==> config.mk <==
export PLATFORM = sky130hd
export DESIGN_NAME = fmrv32im_axi_arbiter_flat
export DESIGN_NICKNAME = d
export VERILOG_FILES = /design/src/rtl/fmrv32im_axi_pkg.sv /design/src/rtl/fmrv32im_axi_arbiter_if.sv /design/src/rtl/fmrv32im_rr_arb2.sv /design/src/rtl/fmrv32im_axi_arbiter.sv /design/src/flat_wrapper.sv
export SDC_FILE = /design/constraint.sdc
export NUM_CORES = 1
export LEC_CHECK = 0
export CAP_MARGIN = 20
export CORE_AREA = 2 2 155 157
export DETAILED_ROUTE_END_ITERATION = 16
export DIE_AREA = 0 0 157 159
export GPL_TIMING_DRIVEN = 0
export MAX_ROUTING_LAYER = met4
export PLACE_DENSITY_LB_ADDON = 0.1
export RECOVER_POWER = 50
export SLEW_MARGIN = 20
export SYNTH_ARGS = -nofsm -noshare
export SYNTH_HDL_FRONTEND = slang
export SYNTH_HIERARCHICAL = 1
export SYNTH_SLANG_ARGS = --single-unit
==> constraint.sdc <==
create_clock -name clk -period 2.3 [get_ports clk]
set_input_delay 0.345 -clock clk [delete_from_list [all_inputs] [get_ports clk]]
set_output_delay 0.345 -clock clk [all_outputs]
set_load 0.005 [all_outputs]
==> src/rtl/fmrv32im_axi_pkg.sv <==
// Shared types and AXI encodings for the fmrv32im AXI master arbiter.
//   arb_state_t       : burst sequencer states (IDLE, AR, R, AW, W, B)
//   AXI_BURST_INCR    : AxBURST encoding for incrementing bursts
//   AXI_SIZE_4B       : AxSIZE encoding for 32-bit beats
//   AXI_RESP_OKAY     : xRESP encoding for a normal response
//   AXI_CACHE_DEFAULT : AxCACHE value (bufferable, modifiable)
package fmrv32im_axi_pkg;

  typedef enum logic [2:0] {
    ST_IDLE,
    ST_AR,
    ST_R,
    ST_AW,
    ST_W,
    ST_B
  } arb_state_t;

  localparam logic [1:0] AXI_BURST_INCR    = 2'b01;
  localparam logic [2:0] AXI_SIZE_4B       = 3'b010;
  localparam logic [1:0] AXI_RESP_OKAY     = 2'b00;
  localparam logic [3:0] AXI_CACHE_DEFAULT = 4'b0011;

endpackage

==> src/rtl/fmrv32im_axi_arbiter_if.sv <==
// MM_AXI bus between the arbiter (master) and the memory system (slave).
//   AR/R : read address and read data channels
//   AW/W/B : write address, write data and write response channels
//   id/size/burst/lock/cache/prot/qos/user : driven constant by the master
interface fmrv32im_axi_arbiter_if #(
  parameter int unsigned ADDR_W = 32,
  parameter int unsigned DATA_W = 32
);
  logic [ADDR_W-1:0]   araddr;
  logic [7:0]          arlen;
  logic                arvalid;
  logic                arready;
  logic [DATA_W-1:0]   rdata;
  logic [1:0]          rresp;
  logic                rlast;
  logic                rvalid;
  logic                rready;
  logic [ADDR_W-1:0]   awaddr;
  logic [7:0]          awlen;
  logic                awvalid;
  logic                awready;
  logic [DATA_W-1:0]   wdata;
  logic [DATA_W/8-1:0] wstrb;
  logic                wlast;
  logic                wvalid;
  logic                wready;
  logic [1:0]          bresp;
  logic                bvalid;
  logic                bready;
  logic                awid,    arid;
  logic [2:0]          awsize,  arsize;
  logic [1:0]          awburst, arburst;
  logic                awlock,  arlock;
  logic [3:0]          awcache, arcache;
  logic [2:0]          awprot,  arprot;
  logic [3:0]          awqos,   arqos;
  logic                awuser,  aruser;

  modport master (
    output araddr, arlen, arvalid, rready,
    output awaddr, awlen, awvalid, wdata, wstrb, wlast, wvalid, bready,
    output awid, arid, awsize, arsize, awburst, arburst, awlock, arlock,
    output awcache, arcache, awprot, arprot, awqos, arqos, awuser, aruser,
    input  arready, rdata, rresp, rlast, rvalid,
    input  awready, wready, bresp, bvalid
  );

  modport slave (
    input  araddr, arlen, arvalid, rready,
    input  awaddr, awlen, awvalid, wdata, wstrb, wlast, wvalid, bready,
    input  awid, arid, awsize, arsize, awburst, arburst, awlock, arlock,
    input  awcache, arcache, awprot, arprot, awqos, arqos, awuser, aruser,
    output arready, rdata, rresp, rlast, rvalid,
    output awready, wready, bresp, bvalid
  );
endinterface

==> src/rtl/fmrv32im_rr_arb2.sv <==
// Two-way round-robin arbiter.
//   req[0] = instruction side, req[1] = data side
//   advance : a grant is being taken this cycle; records who was served
//   gnt     : one-hot grant (combinational), zero when nobody requests
// After reset the data side counts as served last, so I wins the first tie.
module fmrv32im_rr_arb2 (
  input  logic       clk,
  input  logic       rst_n,
  input  logic [1:0] req,
  input  logic       advance,
  output logic [1:0] gnt
);

  logic last_d;

  always_comb begin
    gnt = '0;
    if (req == 2'b11) gnt = last_d ? 2'b01 : 2'b10;
    else              gnt = req;
  end

  always_ff @(posedge clk) begin
    if (!rst_n)       last_d <= 1'b1;
    else if (advance) last_d <= gnt[1];
  end

endmodule

==> src/rtl/fmrv32im_axi_arbiter.sv <==
// Shares the MM_AXI master port between the I-cache refill path (reads only)
// and the D-cache refill/writeback path (reads or writes). One burst per grant.
//   clk, rst_n          : clock, synchronous active-low reset
//   i_* / d_*           : requester side (req/addr/len, grant, read beats,
//                         write beats for D, done/err pulses)
//   mm_axi              : AXI4 master port
module fmrv32im_axi_arbiter
  import fmrv32im_axi_pkg::*;
#(
  parameter int unsigned ADDR_W = 32,
  parameter int unsigned DATA_W = 32
) (
  input  logic                clk,
  input  logic                rst_n,
  input  logic                i_req,
  input  logic [ADDR_W-1:0]   i_addr,
  input  logic [7:0]          i_len,
  output logic                i_gnt,
  output logic                i_rvalid,
  output logic [DATA_W-1:0]   i_rdata,
  output logic                i_rlast,
  output logic                i_done,
  output logic                i_err,
  input  logic                d_req,
  input  logic [ADDR_W-1:0]   d_addr,
  input  logic [7:0]          d_len,
  input  logic                d_we,
  output logic                d_gnt,
  output logic                d_rvalid,
  output logic [DATA_W-1:0]   d_rdata,
  output logic                d_rlast,
  input  logic [DATA_W-1:0]   d_wdata,
  input  logic [DATA_W/8-1:0] d_wstrb,
  output logic                d_wready,
  output logic                d_done,
  output logic                d_err,
  fmrv32im_axi_arbiter_if.master mm_axi
);

  arb_state_t        state_q, state_d;
  logic [1:0]        arb_gnt;
  logic              take;
  logic              owner_q;      // 1 = data side owns the bus
  logic [ADDR_W-1:0] addr_q;
  logic [7:0]        len_q;
  logic [7:0]        cnt_q;        // beats remaining after the current one
  logic              err_q;
  logic              done_q;
  logic              done_err_q;
  logic              r_beat, w_hs, b_hs, beat_err, end_err;

  assign take = rst_n && (state_q == ST_IDLE) && (i_req || d_req);

  fmrv32im_rr_arb2 u_rr (
    .clk     (clk),
    .rst_n   (rst_n),
    .req     ({d_req, i_req}),
    .advance (take),
    .gnt     (arb_gnt)
  );

  assign r_beat = (state_q == ST_R) && mm_axi.rvalid;
  assign w_hs   = (state_q == ST_W) && mm_axi.wready;
  assign b_hs   = (state_q == ST_B) && mm_axi.bvalid;

  // A beat is bad on a non-OKAY response or when RLAST disagrees with the
  // beat count; the burst still only terminates on RLAST.
  assign beat_err = r_beat && ((mm_axi.rresp != AXI_RESP_OKAY) ||
                               (mm_axi.rlast && (cnt_q != '0)) ||
                               (!mm_axi.rlast && (cnt_q == '0)));
  assign end_err  = err_q || beat_err || (b_hs && (mm_axi.bresp != AXI_RESP_OKAY));

  always_ff @(posedge clk) begin
    if (!rst_n) state_q <= ST_IDLE;
    else        state_q <= state_d;
  end

  always_comb begin
    state_d = state_q;
    unique case (state_q)
      ST_IDLE: if (take) state_d = (arb_gnt[1] && d_we) ? ST_AW : ST_AR;
      ST_AR:   if (mm_axi.arready) state_d = ST_R;
      ST_R:    if (r_beat && mm_axi.rlast) state_d = ST_IDLE;
      ST_AW:   if (mm_axi.awready) state_d = ST_W;
      ST_W:    if (w_hs && (cnt_q == '0)) state_d = ST_B;
      ST_B:    if (b_hs) state_d = ST_IDLE;
      default: state_d = ST_IDLE;
    endcase
  end

  always_ff @(posedge clk) begin
    if (!rst_n) begin
      owner_q    <= 1'b0;
      addr_q     <= '0;
      len_q      <= '0;
      cnt_q      <= '0;
      err_q      <= 1'b0;
      done_q     <= 1'b0;
      done_err_q <= 1'b0;
    end else begin
      done_q     <= (r_beat && mm_axi.rlast) || b_hs;
      done_err_q <= end_err;
      if (take) begin
        owner_q <= arb_gnt[1];
        addr_q  <= arb_gnt[1] ? d_addr : i_addr;
        len_q   <= arb_gnt[1] ? d_len  : i_len;
        cnt_q   <= arb_gnt[1] ? d_len  : i_len;
        err_q   <= 1'b0;
      end else begin
        // Saturate at zero so an overlong read burst keeps flagging errors.
        if ((r_beat || w_hs) && (cnt_q != '0)) cnt_q <= cnt_q - 8'd1;
        if (beat_err) err_q <= 1'b1;
      end
    end
  end

  always_comb begin
    i_gnt    = take && arb_gnt[0];
    d_gnt    = take && arb_gnt[1];
    i_rvalid = r_beat && !owner_q;
    d_rvalid = r_beat && owner_q;
    i_rdata  = i_rvalid ? mm_axi.rdata : '0;
    d_rdata  = d_rvalid ? mm_axi.rdata : '0;
    i_rlast  = i_rvalid && mm_axi.rlast;
    d_rlast  = d_rvalid && mm_axi.rlast;
    d_wready = w_hs;
    i_done   = done_q && !owner_q;
    d_done   = done_q && owner_q;
    i_err    = i_done && done_err_q;
    d_err    = d_done && done_err_q;

    mm_axi.arvalid = (state_q == ST_AR);
    mm_axi.araddr  = addr_q;
    mm_axi.arlen   = len_q;
    mm_axi.rready  = (state_q == ST_R);
    mm_axi.awvalid = (state_q == ST_AW);
    mm_axi.awaddr  = addr_q;
    mm_axi.awlen   = len_q;
    mm_axi.wvalid  = (state_q == ST_W);
    mm_axi.wdata   = mm_axi.wvalid ? d_wdata : '0;
    mm_axi.wstrb   = mm_axi.wvalid ? d_wstrb : '0;
    mm_axi.wlast   = mm_axi.wvalid && (cnt_q == '0);
    mm_axi.bready  = (state_q == ST_B);

    mm_axi.awid    = 1'b0;
    mm_axi.arid    = 1'b0;
    mm_axi.awsize  = AXI_SIZE_4B;
    mm_axi.arsize  = AXI_SIZE_4B;
    mm_axi.awburst = AXI_BURST_INCR;
    mm_axi.arburst = AXI_BURST_INCR;
    mm_axi.awlock  = 1'b0;
    mm_axi.arlock  = 1'b0;
    mm_axi.awcache = AXI_CACHE_DEFAULT;
    mm_axi.arcache = AXI_CACHE_DEFAULT;
    mm_axi.awprot  = '0;
    mm_axi.arprot  = '0;
    mm_axi.awqos   = '0;
    mm_axi.arqos   = '0;
    mm_axi.awuser  = 1'b0;
    mm_axi.aruser  = 1'b0;
  end

endmodule

==> src/flat_wrapper.sv <==
// flat-port wrapper written by rule: the top's interface ports become plain ports
module fmrv32im_axi_arbiter_flat import fmrv32im_axi_pkg::*;
#(
  parameter int unsigned ADDR_W = 32,
  parameter int unsigned DATA_W = 32
)
  (clk, rst_n, i_req, i_addr, i_len, i_gnt, i_rvalid, i_rdata, i_rlast, i_done, i_err, d_req, d_addr, d_len, d_we, d_gnt, d_rvalid, d_rdata, d_rlast, d_wdata, d_wstrb, d_wready, d_done, d_err, mm_axi_araddr, mm_axi_arlen, mm_axi_arvalid, mm_axi_rready, mm_axi_awaddr, mm_axi_awlen, mm_axi_awvalid, mm_axi_wdata, mm_axi_wstrb, mm_axi_wlast, mm_axi_wvalid, mm_axi_bready, mm_axi_awid, mm_axi_arid, mm_axi_awsize, mm_axi_arsize, mm_axi_awburst, mm_axi_arburst, mm_axi_awlock, mm_axi_arlock, mm_axi_awcache, mm_axi_arcache, mm_axi_awprot, mm_axi_arprot, mm_axi_awqos, mm_axi_arqos, mm_axi_awuser, mm_axi_aruser, mm_axi_arready, mm_axi_rdata, mm_axi_rresp, mm_axi_rlast, mm_axi_rvalid, mm_axi_awready, mm_axi_wready, mm_axi_bresp, mm_axi_bvalid);
  fmrv32im_axi_arbiter_if #(.ADDR_W(ADDR_W), .DATA_W(DATA_W)) mm_axi_i ();
  input  logic clk;
  input  logic rst_n;
  input  logic i_req;
  input  logic [ADDR_W-1:0] i_addr;
  input  logic [7:0] i_len;
  output logic i_gnt;
  output logic i_rvalid;
  output logic [DATA_W-1:0] i_rdata;
  output logic i_rlast;
  output logic i_done;
  output logic i_err;
  input  logic d_req;
  input  logic [ADDR_W-1:0] d_addr;
  input  logic [7:0] d_len;
  input  logic d_we;
  output logic d_gnt;
  output logic d_rvalid;
  output logic [DATA_W-1:0] d_rdata;
  output logic d_rlast;
  input  logic [DATA_W-1:0] d_wdata;
  input  logic [DATA_W/8-1:0] d_wstrb;
  output logic d_wready;
  output logic d_done;
  output logic d_err;
  output wire logic [$bits(mm_axi_i.araddr)-1:0] mm_axi_araddr;
  output wire logic [$bits(mm_axi_i.arlen)-1:0] mm_axi_arlen;
  output wire logic [$bits(mm_axi_i.arvalid)-1:0] mm_axi_arvalid;
  output wire logic [$bits(mm_axi_i.rready)-1:0] mm_axi_rready;
  output wire logic [$bits(mm_axi_i.awaddr)-1:0] mm_axi_awaddr;
  output wire logic [$bits(mm_axi_i.awlen)-1:0] mm_axi_awlen;
  output wire logic [$bits(mm_axi_i.awvalid)-1:0] mm_axi_awvalid;
  output wire logic [$bits(mm_axi_i.wdata)-1:0] mm_axi_wdata;
  output wire logic [$bits(mm_axi_i.wstrb)-1:0] mm_axi_wstrb;
  output wire logic [$bits(mm_axi_i.wlast)-1:0] mm_axi_wlast;
  output wire logic [$bits(mm_axi_i.wvalid)-1:0] mm_axi_wvalid;
  output wire logic [$bits(mm_axi_i.bready)-1:0] mm_axi_bready;
  output wire logic [$bits(mm_axi_i.awid)-1:0] mm_axi_awid;
  output wire logic [$bits(mm_axi_i.arid)-1:0] mm_axi_arid;
  output wire logic [$bits(mm_axi_i.awsize)-1:0] mm_axi_awsize;
  output wire logic [$bits(mm_axi_i.arsize)-1:0] mm_axi_arsize;
  output wire logic [$bits(mm_axi_i.awburst)-1:0] mm_axi_awburst;
  output wire logic [$bits(mm_axi_i.arburst)-1:0] mm_axi_arburst;
  output wire logic [$bits(mm_axi_i.awlock)-1:0] mm_axi_awlock;
  output wire logic [$bits(mm_axi_i.arlock)-1:0] mm_axi_arlock;
  output wire logic [$bits(mm_axi_i.awcache)-1:0] mm_axi_awcache;
  output wire logic [$bits(mm_axi_i.arcache)-1:0] mm_axi_arcache;
  output wire logic [$bits(mm_axi_i.awprot)-1:0] mm_axi_awprot;
  output wire logic [$bits(mm_axi_i.arprot)-1:0] mm_axi_arprot;
  output wire logic [$bits(mm_axi_i.awqos)-1:0] mm_axi_awqos;
  output wire logic [$bits(mm_axi_i.arqos)-1:0] mm_axi_arqos;
  output wire logic [$bits(mm_axi_i.awuser)-1:0] mm_axi_awuser;
  output wire logic [$bits(mm_axi_i.aruser)-1:0] mm_axi_aruser;
  input wire logic [$bits(mm_axi_i.arready)-1:0] mm_axi_arready;
  input wire logic [$bits(mm_axi_i.rdata)-1:0] mm_axi_rdata;
  input wire logic [$bits(mm_axi_i.rresp)-1:0] mm_axi_rresp;
  input wire logic [$bits(mm_axi_i.rlast)-1:0] mm_axi_rlast;
  input wire logic [$bits(mm_axi_i.rvalid)-1:0] mm_axi_rvalid;
  input wire logic [$bits(mm_axi_i.awready)-1:0] mm_axi_awready;
  input wire logic [$bits(mm_axi_i.wready)-1:0] mm_axi_wready;
  input wire logic [$bits(mm_axi_i.bresp)-1:0] mm_axi_bresp;
  input wire logic [$bits(mm_axi_i.bvalid)-1:0] mm_axi_bvalid;
  assign mm_axi_araddr = mm_axi_i.araddr;
  assign mm_axi_arlen = mm_axi_i.arlen;
  assign mm_axi_arvalid = mm_axi_i.arvalid;
  assign mm_axi_rready = mm_axi_i.rready;
  assign mm_axi_awaddr = mm_axi_i.awaddr;
  assign mm_axi_awlen = mm_axi_i.awlen;
  assign mm_axi_awvalid = mm_axi_i.awvalid;
  assign mm_axi_wdata = mm_axi_i.wdata;
  assign mm_axi_wstrb = mm_axi_i.wstrb;
  assign mm_axi_wlast = mm_axi_i.wlast;
  assign mm_axi_wvalid = mm_axi_i.wvalid;
  assign mm_axi_bready = mm_axi_i.bready;
  assign mm_axi_awid = mm_axi_i.awid;
  assign mm_axi_arid = mm_axi_i.arid;
  assign mm_axi_awsize = mm_axi_i.awsize;
  assign mm_axi_arsize = mm_axi_i.arsize;
  assign mm_axi_awburst = mm_axi_i.awburst;
  assign mm_axi_arburst = mm_axi_i.arburst;
  assign mm_axi_awlock = mm_axi_i.awlock;
  assign mm_axi_arlock = mm_axi_i.arlock;
  assign mm_axi_awcache = mm_axi_i.awcache;
  assign mm_axi_arcache = mm_axi_i.arcache;
  assign mm_axi_awprot = mm_axi_i.awprot;
  assign mm_axi_arprot = mm_axi_i.arprot;
  assign mm_axi_awqos = mm_axi_i.awqos;
  assign mm_axi_arqos = mm_axi_i.arqos;
  assign mm_axi_awuser = mm_axi_i.awuser;
  assign mm_axi_aruser = mm_axi_i.aruser;
  assign mm_axi_i.arready = mm_axi_arready;
  assign mm_axi_i.rdata = mm_axi_rdata;
  assign mm_axi_i.rresp = mm_axi_rresp;
  assign mm_axi_i.rlast = mm_axi_rlast;
  assign mm_axi_i.rvalid = mm_axi_rvalid;
  assign mm_axi_i.awready = mm_axi_awready;
  assign mm_axi_i.wready = mm_axi_wready;
  assign mm_axi_i.bresp = mm_axi_bresp;
  assign mm_axi_i.bvalid = mm_axi_bvalid;
  fmrv32im_axi_arbiter #(.ADDR_W(ADDR_W), .DATA_W(DATA_W)) u_core (.clk(clk), .rst_n(rst_n), .i_req(i_req), .i_addr(i_addr), .i_len(i_len), .i_gnt(i_gnt), .i_rvalid(i_rvalid), .i_rdata(i_rdata), .i_rlast(i_rlast), .i_done(i_done), .i_err(i_err), .d_req(d_req), .d_addr(d_addr), .d_len(d_len), .d_we(d_we), .d_gnt(d_gnt), .d_rvalid(d_rvalid), .d_rdata(d_rdata), .d_rlast(d_rlast), .d_wdata(d_wdata), .d_wstrb(d_wstrb), .d_wready(d_wready), .d_done(d_done), .d_err(d_err), .mm_axi(mm_axi_i));
endmodule
==> qor.csv, run 1 <==
metric;value;unit
placed cells;1227;
commonest non-fill, non-tap cell in the layout;clkdlybuf4s50_1;
met3 Use GR;0.0259;
CTS H-Tree Depth;2;
skew final;0.00830;ns
peak supply drop;0.234;mV
FF+latch count, synth;56;
vias per std cell;3.92;
area grow syn2layout;110;%
post-layout min period;2.25;ns
clock tree buffer depth;2;
mapped cell area;0.00419;mm²
gp weighted congestion;0.750;
ys async rst share;0;
Slew HR;0.471;
WP buf/inv;4;
post-synthesis average cell area;8.16;µm²
vias in the first global route;4790;
fmax;444;MHz
starting density of the core;0.180;
die area;0.0250;mm²
number of synthesized flops with an enable pin;0;
DP Worst Slack;-0.962;ns
count of unique library cells instantiated by Yosys;51;
crit path max-delay cell type;dfxtp_2;
hold_buf cts;0;
CP required;1.96;ns
GR peak layer;met2;
Final Max Slew Viols;0;
delay-heaviest family, CP;buffers and inverters;
Post-Synthesis Cells;513;
status;completed;
# fillers;2397;
initial antenna violation count;3;
height of the die;159;µm
# clock sinks;56;
die width;157;µm
Worst setup SP type;flop;
TritonCTS buffer count;5;
# nets final;1103;
r2r startpoint;u_core/state_q[1];
crit path max fanout;10;
GR Util met1;0.162;
placed wire-length estimate;16900;µm
total gr overflow;0;
row cnt;56;
share of post-route cells with drive strength above 1;0.210;
Primary FF master, synth;dfxtp_1;
Ys Warns;6;
CTS tree;done;
Final Cycle Share;0.979;
Crit. Startpoint;u_core/state_q[2];
setup ws final;0.0491;ns
Root Driver;clkbuf_16;
commonest non-fill, non-tap cells in the layout;205 x clkdlybuf4s50_1, 98 x buf_4, 78 x dlygate4sd3_1;
CP endpoint kind;primary output;
Buffers on Ports;359;
Leak;4.30;nW
max incr delay on CP;0.33;ns
sequential area share after synthesis;0.268;
critical path class;reg -> out;
Worst EP arrival;1.91;ns
# DRC;0;
HP Class;reg -> reg;
DR WL/cell;16.0;µm
Max-Cap Viols;0;
DR iter-0 viols;153;
first-pass GRT wire length;29400;µm
clock slew seen by the registers of the worst setup and hold paths;0.07;ns
hold path start;u_core/err_q;
GRT Util Overall;0.158;
residual antenna-violating net count after detailed routing;0;
final setup vio count;0;
largest net degree at the start of global routing;18;
crit-path cells;buf_6, and4bb_4, nor2b_4, buf_4, clkbuf_8, and2_1, dlygate4sd2_1;
PD cells;403;mW/mm²
placeable core area;0.0232;mm²
total length of routed wires;20200;µm
global routing usage on met2;0.313;
final hold violation count;0;
Post-Layout Cell Count;1261;
vias;4937;
I/O pins;398;
Worst Tran Pin Value;0.793;ns
clk_lat worst skew;0.30;ns
DR pass1 iterations;4;
tightest hold or removal path: stages (launching register included):
cell     delay (ns)
dfxtp_1        0.30
inv_1          0.06
a21oi_1        0.05
final timing paths:
kind	cells after the start	endpoint	slack, ns
worst min register to register	2	u_core/err_q	0.45
worst min-delay path	2	u_core/err_q	0.45
worst max register to register	10	u_core/u_rr/last_d	0.21
worst max-delay path	7	i_rdata[23]	0.05
stage by stage:
| stage | utilization | TNS, ns | power (mW) | hold WS (ns) | cell area, µm² |
|---|---|---|---|---|---|
| after floorplan | - | 0 | 1.84 | 0.430 | 4320 |
| after global placement | 0.358 | -60.61 | 2.66 | 0.440 | 8310 |
| after detailed placement | 0.358 | -58.26 | 2.67 | 0.446 | 8310 |
| after CTS | 0.377 | -0.00663 | 3.66 | 0.457 | 8740 |
| after global routing | 0.379 | -0.0983 | 3.76 | 0.496 | 8780 |
| final | 0.379 | 0 | 3.54 | 0.451 | 8780 |
sequential cells by signal, summed over array words and instances, names as in the netlist:
signal	count
u_core/cnt_q	8
u_core/done_err_q	1
u_core/done_q	1
u_core/err_q	1
u_core/mm_axi.araddr	32
u_core/mm_axi.arlen	8
u_core/owner_q	1
u_core/state_q	3
u_core/u_rr/last_d	1
what timing repair did:
action,CTS,global route
endpoints found under the setup margin,118,52
cloned,1,0
hold endpoints to repair,0,0
resized for setup,167,37
pin swaps,1,0
setup buffers,16,6
layer usage:
layer,vias to the layer above,wire (µm),share of wire
li1,2533,-,-
met1,2227,7520,0.37
met2,166,11400,0.56
met3,11,1130,0.056
met4,0,196,0.0097
met5,-,0,0
synthesized netlist by cell type, types with 2 or more instances:
| master | count | area (µm²) |
|---|---|---|
| and2_1 | 38 | 238 |
| and4bb_2 | 2 | 25.0 |
| nor4_1 | 5 | 31.3 |
| nor3_1 | 5 | 25.0 |
| nand3_1 | 5 | 25.0 |
| o21ai_0 | 11 | 55.1 |
| nand2_1 | 13 | 48.8 |
| a211oi_1 | 21 | 158 |
| conb_1 | 2 | 7.51 |
| buf_2 | 7 | 35.0 |
| a211o_1 | 2 | 17.5 |
| nor2_1 | 44 | 165 |
| nor2b_1 | 4 | 25.0 |
| and3_1 | 71 | 444 |
| inv_1 | 8 | 30.0 |
| a21boi_0 | 3 | 22.5 |
| clkbuf_1 | 30 | 113 |
| a21o_1 | 6 | 45.0 |
| buf_4 | 79 | 593 |
| nand2b_1 | 2 | 12.5 |
| a21oi_1 | 5 | 25.0 |
| ha_1 | 2 | 25.0 |
| or3_2 | 4 | 30.0 |
| mux2i_1 | 41 | 410 |
| buf_6 | 5 | 56.3 |
| dfxtp_1 | 56 | 1120 |
| a31oi_1 | 5 | 31.3 |
| a211oi_2 | 13 | 163 |
| o22ai_1 | 2 | 12.5 |
final cells by class:
cell class,count,area [µm²],area share
well taps,319,399,0.0455
plain buffers,122,953,0.109
clock buffers,5,125,0.0142
multi-input cells,362,2430,0.276
repair buffers,382,3660,0.417
inverters,9,38.8,0.00442
diodes,3,7.51,0.000855
clock inverters,3,42.5,0.00484
flip-flops and latches,56,1120,0.128
cell families after synthesis:
kind of cell / count (synthesis) / share of synthesized area
DFF: 56 / 0.268
adders and majority gates: 2 / 0.00598
AOI/OAI and AO/OA: 80 / 0.155
xor gates and xnor gates: 1 / 0.00209
and+or+nand+nor: 199 / 0.266
other: 2 / 0.00179
muxes: 42 / 0.101
buffers and inverters: 131 / 0.201
power breakdown:
group	total, mW	leakage, nW	switching, mW	internal, mW
Sequential	1.17	0.462	0.0938	1.07
Clock	0.890	0.0798	0.377	0.513
Combinational	1.48	3.76	0.578	0.904
Total	3.54	4.30	1.05	2.49
Power figures use the tool's default switching activity.
==> run 2: changes to the inputs <==
Settings changed: PLACE_DENSITY set to 0.55, PLACE_DENSITY_LB_ADDON 0.1 to not set, REMOVE_ABC_BUFFERS set to 1.
==> run 2 against run 1 <==
Die area unchanged. Sequential cell count unchanged. Wire length decreased by 1.6%. First-iteration DRC count increased by 18%.
==> qor.csv, run 2 (synthesis gave the netlist of run 1 again) <==
metric;value;unit;change
placed cell areas;0.00763;mm²;was 0.00831 mm²
placeable core area;0.0232;mm²;unchanged
post-layout min period;2.24;ns;was 2.25 ns
status;completed;;unchanged
vias in the first global route;4465;;was 4790
height of the die;159;µm;unchanged
area grow syn2layout;95.1;%;was 110%
total power;3.36;mW;was 3.54 mW
crit path max-delay cell type;clkdlybuf4s50_1;;was dfxtp_2
HP Class;reg -> reg;;unchanged
CTS H-Tree Depth;2;;unchanged
Slew HR;0.490;;was 0.471
row cnt;56;;unchanged
DR WL/cell;17.2;µm;was 16.0 µm
vias per std cell;4.07;;was 3.92
# DRC;0;;unchanged
crit path max fanout;6;;was 10
fmax;447;MHz;was 444 MHz
final setup vio count;0;;unchanged
largest net degree at the start of global routing;42;;was 18
# nets final;1001;;was 1103
max FFs per register;32;;unchanged
DP Worst Slack;-1.91;ns;was -0.962 ns
die width;157;µm;unchanged
vias;4710;;was 4937
skew final;0.00865;ns;was 0.00830 ns
CP required;1.96;ns;about the same
worst hold slack;0.465;ns;was 0.451 ns
clock tree buffer depth;2;;unchanged
Final Cycle Share;0.973;;was 0.979
CP endpoint kind;primary output;;unchanged
Worst setup SP type;flop;;unchanged
final hold violation count;0;;unchanged
Root Driver;clkbuf_16;;unchanged
Max-Cap Viols;0;;unchanged
Worst Tran Pin Value;0.763;ns;was 0.793 ns
share of post-route cells with drive strength above 1;0.115;;was 0.210
GRT Util Overall;0.150;;was 0.158
commonest non-fill, non-tap cell in the layout;clkdlybuf4s50_1;;unchanged
ant diodes;0;;was 3
commonest non-fill, non-tap cells in the layout;300 x clkdlybuf4s50_1, 70 x and3_1, 52 x dfxtp_1;;was 205 x clkdlybuf4s50_1, 98 x buf_4, 78 x dlygate4sd3_1
residual antenna-violating net count after detailed routing;0;;unchanged
# clock sinks;56;;unchanged
initial antenna violation count;0;;was 3
hold_buf cts;0;;unchanged
PD cells;411;mW/mm²;was 403 mW/mm²
I/O pins;398;;unchanged
placed wire-length estimate;14000;µm;was 16900 µm
total length of routed wires;19900;µm;was 20200 µm
CTS tree;done;;unchanged
setup ws final;0.0622;ns;was 0.0491 ns
total gr overflow;0;;unchanged
critical path class;reg -> out;;unchanged
clock slew seen by the registers of the worst setup and hold paths;0.07;ns;about the same
crit-path cells;buf_4, and4bb_2, and3_1, clkdlybuf4s50_1;;was buf_6, and4bb_4, nor2b_4, buf_4, clkbuf_8, and2_1, dlygate4sd2_1
Leak;3.72;nW;was 4.30 nW
die area;0.0250;mm²;unchanged
clk_lat worst skew;0.30;ns;about the same
peak supply drop;0.285;mV;was 0.234 mV
first-pass GRT wire length;27400;µm;was 29400 µm
DR pass1 iterations;4;;unchanged
Worst EP arrival;1.89;ns;was 1.91 ns
Final Cell Area;0.00817;mm²;was 0.00878 mm²
DR iter-0 viols;181;;was 153
gp weighted congestion;0.763;;was 0.750
Buffers on Ports;359;;unchanged
TritonCTS buffer count;5;;unchanged
Final Max Slew Viols;0;;unchanged
starting density of the core;0.180;;unchanged
max incr delay on CP;0.50;ns;was 0.33 ns
## run 2: worst max-delay path: cells and delay by family, from the launching register on
| kind | cells | cell delay, ns |
|---|---|---|
| and+or+nand+nor | 2 | 0.58 |
| buffers and inverters | 2 | 0.65 |
| DFF | 1 | 0.37 |
## run 2: area by class of cell
type | instances | area (µm²)
sequential | 56 | 1140
timing repair buffer | 396 | 3930
inverter | 9 | 46.3
clock buffer | 6 | 129
fill | 2404 | 15000
multi-input combinational | 366 | 2500
clock inverter | 2 | 13.8
timing repair inverter | 2 | 17.5
tap | 319 | 399
## run 2: layer usage
| layer | share of wire | vias to the layer above | routed length, µm | track usage |
|---|---|---|---|---|
| li1 | - | 2328 | - | - |
| met1 | 0.41 | 2181 | 8140 | 0.173 |
| met2 | 0.52 | 190 | 10400 | 0.275 |
| met3 | 0.055 | 11 | 1100 | 0.0210 |
| met4 | 0.010 | 0 | 206 | 0.0317 |
| met5 | 0 | - | 0 | - |
## run 2: power breakdown
group	leakage, nW	switching [mW]	total (mW)	internal (mW)
Combinational	3.19	0.550	1.37	0.820
Sequential	0.465	0.116	1.19	1.07
Clock	0.0712	0.393	0.802	0.409
Total	3.72	1.06	3.36	2.30
## run 2: stage by stage
step / utilization / cells / TNS [ns]
floorplan: - / 427 / -91.83
global placement: 0.324 / 1105 / -315.35
detailed placement: 0.329 / 1110 / -98.23
CTS: 0.344 / 1141 / -2.29
global route: 0.352 / 1156 / -0.00332
finish: 0.352 / 1156 / 0
## run 2: final timing paths
kind | from | end | slack [ns] | depth (start not counted)
max | u_core/state_q[0] | d_rdata[17] | 0.06 | 4
min | u_core/err_q | u_core/err_q | 0.46 | 2
max reg2reg | u_core/u_rr/last_d | u_core/cnt_q[2] | 0.17 | 6
min reg2reg | u_core/err_q | u_core/err_q | 0.46 | 2
## run 2: repair_timing
item,in CTS,in global routing
gates cloned,4,3
pin swaps,5,5
setup buffers,19,12
endpoints found under the setup margin,148,55
endpoints found under the hold margin,0,0
resized for setup,72,28
==> run 3: changes to the inputs <==
Settings changed: CORE_AREA 2 2 155 157 to 2 2 154 156, DIE_AREA 0 0 157 159 to 0 0 156 158, PLACE_DENSITY 0.55 to 0.48, SYNTH_HIERARCHICAL 1 to not set.
Clock period 2.3 ns to 2.9 ns, I/O delays scaled along.
==> run 3 against run 2 <==
Synthesized cell count is 5.1% higher. Total power fell by 19%. Synthesized area shrank 4.6%. Cell area decreased by 5.6%. Combinational power shrank 27%. Sequential power down 18%. Hold slack got worse by 0.0045 ns. Via count grew 0.74%. Clock power fell by 7.1%. Core utilization is 1.8 points lower.
==> qor.csv, run 3 <==
metric;value;unit;change
Primary FF master, synth;dfxtp_1;;unchanged
clk_lat worst skew;0.31;ns;was 0.30 ns
vias;4745;;was 4710
Worst EP arrival;2.26;ns;was 1.89 ns
Buffers on Ports;359;;unchanged
hold_buf cts;0;;unchanged
delay-heaviest family, CP;simple AND/OR/NAND/NOR gates;;was buffers and inverters
most common cell in the synthesized netlist;nand2_1;;was buf_4
Synth top cells by count;84 x nand2_1, 78 x buf_4, 71 x and3_1;;was 79 x buf_4, 71 x and3_1, 56 x dfxtp_1
placeable core area;0.0231;mm²;was 0.0232 mm²
DR WL/cell;16.8;µm;was 17.2 µm
total gr overflow;0;;unchanged
WP buf/inv;2;;unchanged
HP Class;reg -> reg;;unchanged
placed wire-length estimate;14500;µm;was 14000 µm
Slew HR;0.368;;was 0.490
crit-path cells;and4bb_4, nor2b_4, buf_8, and2_1, clkdlybuf4s50_1;;was buf_4, and4bb_2, and3_1, clkdlybuf4s50_1
# DRC;0;;unchanged
vias in the first global route;4473;;was 4465
sequential area share after synthesis;0.281;;was 0.268
vias per std cell;4.23;;was 4.07
post-layout min period;2.70;ns;
Final Cycle Share;0.931;;
area grow syn2layout;93.0;%;was 95.1%
die area;0.0246;mm²;was 0.0250 mm²
height of the die;158;µm;was 159 µm
WP depth;5;;was 4
crit path max-delay cell type;dfxtp_1;;was clkdlybuf4s50_1
die width;156;µm;was 157 µm
CP endpoint kind;primary output;;unchanged
placed cell areas;0.00750;mm²;was 0.00763 mm²
# clock sinks;56;;unchanged
max FFs per register;32;;unchanged
fmax;370;MHz;
total length of routed wires;18800;µm;was 19900 µm
commonest non-fill, non-tap cell in the layout;clkdlybuf4s50_1;;unchanged
total power;2.72;mW;was 3.36 mW
hold path start;u_core.err_q;;was u_core/err_q
largest net degree at the start of global routing;51;;was 42
max incr delay on CP;0.51;ns;was 0.50 ns
ant diodes;0;;unchanged
skew final;0.0130;ns;was 0.00865 ns
gp weighted congestion;0.731;;was 0.763
Final Max Slew Viols;0;;unchanged
CTS H-Tree Depth;2;;unchanged
Hold Path Cell Cnt;2;;unchanged
row cnt;56;;unchanged
Worst R2R Path Depth;5;;was 6
Root Driver;clkbuf_16;;unchanged
I/O pins;398;;unchanged
RSZ-0062 raised after global routing;no;;
CP required;2.47;ns;was 1.96 ns
peak supply drop;0.209;mV;was 0.285 mV
starting density of the core;0.173;;was 0.180
DR iter-0 viols;212;;was 181
status;completed;;unchanged
worst hold slack;0.460;ns;was 0.465 ns
number of synthesized flops with an enable pin;0;;unchanged
Ys Warns;0;;was 6
PD cells;352;mW/mm²;was 411 mW/mm²
post-synthesis average cell area;7.41;µm²;was 8.16 µm²
residual antenna-violating net count after detailed routing;0;;unchanged
area share of the largest cell type after synthesis;0.281;;was 0.268
critical path class;reg -> out;;unchanged
DR pass1 iterations;4;;unchanged
clock tree buffer depth;2;;unchanged
Crit. Startpoint;u_core.state_q[0];;was u_core/state_q[0]
most area-consuming cells after synthesis;dfxtp_1 28%, buf_4 15%, and3_1 11%;;was dfxtp_1 27%, buf_4 14%, and3_1 11%
commonest non-fill, non-tap cells in the layout;277 x clkdlybuf4s50_1, 83 x nand2_1, 80 x dlygate4sd3_1;;was 300 x clkdlybuf4s50_1, 70 x and3_1, 52 x dfxtp_1
Max-Cap Viols;0;;unchanged
ys async rst share;0;;unchanged
Worst Tran Pin Value;0.948;ns;was 0.763 ns
TritonCTS buffer count;5;;unchanged
GRT Util Overall;0.146;;was 0.150
Worst setup SP type;flop;;unchanged
Yosys top cell by area;dfxtp_1;;unchanged
first-pass GRT wire length;26500;µm;was 27400 µm
Post-Synthesis Cells;539;;was 513
FF+latch count, synth;56;;unchanged
Leak;3.34;nW;was 3.72 nW
final hold violation count;0;;unchanged
crit path max fanout;17;;was 6
# nets final;995;;was 1001
clock slew seen by the registers of the worst setup and hold paths;0.07;ns;about the same
CTS tree;done;;unchanged
final setup vio count;0;;unchanged
count of unique library cells instantiated by Yosys;50;;was 51
mapped cell area;0.00399;mm²;was 0.00419 mm²
Final Cell Area;0.00771;mm²;was 0.00817 mm²
initial antenna violation count;1;;was 0
r2r startpoint;u_core.state_q[0];;was u_core/u_rr/last_d
share of post-route cells with drive strength above 1;0.0481;;was 0.115
==> run 3: cell count changes after synthesis, sizes merged, moves of 4 or more <==
cell	change
a211oi	-34
a21oi	+4
a311oi	+32
buf	-4
clkbuf	+4
mux2i	-37
nand2	+71
nor4	-5
==> run 3: routing by layer <==
layer  vias up  part of all wire  GRT usage
met2       245              0.51      0.263
met3         8             0.075     0.0304
met5         -                 0          -
met4         0            0.0076     0.0262
li1       2335                 -          -
met1      2157              0.41      0.169
==> run 3: path summary, 6_finish.rpt <==
path	to	slack (ns)
max	i_rdata[31]	0.20
min	u_core.err_q	0.46
max reg2reg	u_core.mm_axi.araddr[31]	0.38
min reg2reg	u_core.err_q	0.46
==> run 3: where the power goes <==
group	total, mW	internal [mW]	switching (mW)
sequential	0.973	0.863	0.110
clock	0.745	0.414	0.331
combinational	0.998	0.582	0.416
total	2.72	1.86	0.857
==> run 3: layout make-up <==
type,count,area (µm²)
fill,2453,15300
timing repair buffer,368,3730
multi-input combinational,394,2290
sequential,56,1130
tap,290,363
clock buffer,5,125
clock inverter,3,46.3
inverter,5,18.8
==> run 3: repair_timing <==
item | CTS | global route
cloned | 2 | 0
setup endpoints to repair | 70 | 23
hold endpoints to repair | 0 | 0
pin swaps | 1 | 0
gates resized for setup | 11 | 4
buffers inserted | 2 | 0
==> run 3: through the flow <==
stage / util / instances / worst slack, ns / setup TNS, ns
after floorplan: - / 453 / -0.700 / -24.73
after global placement: 0.317 / 1102 / -2.60 / -165.77
after detailed placement: 0.325 / 1109 / -0.727 / -21.84
after CTS: 0.336 / 1121 / 0.00879 / 0
after global routing: 0.334 / 1121 / 0.0567 / 0
final: 0.334 / 1121 / 0.200 / 0
==> run 3: worst min-delay path, cell delays in order (launching register included) <==
cell and delay (ns):
dfxtp_1 0.30, inv_1 0.06, a21oi_1 0.05
==> run 3: cells by family (layout without fill, tap and decap cells) <==
| kind of cell | count (synthesis) | in the layout | synth area share |
|---|---|---|---|
| adders and majority gates | 2 | 2 | 0.00626 |
| other | 2 | 38 | 0.00188 |
| DFF | 56 | 56 | 0.281 |
| AOI/OAI and AO/OA | 84 | 84 | 0.162 |
| muxes | 8 | 8 | 0.0213 |
| xor gates and xnor gates | 2 | 2 | 0.00439 |
| and+or+nand+nor | 258 | 260 | 0.327 |
| buffers and inverters | 127 | 381 | 0.197 |
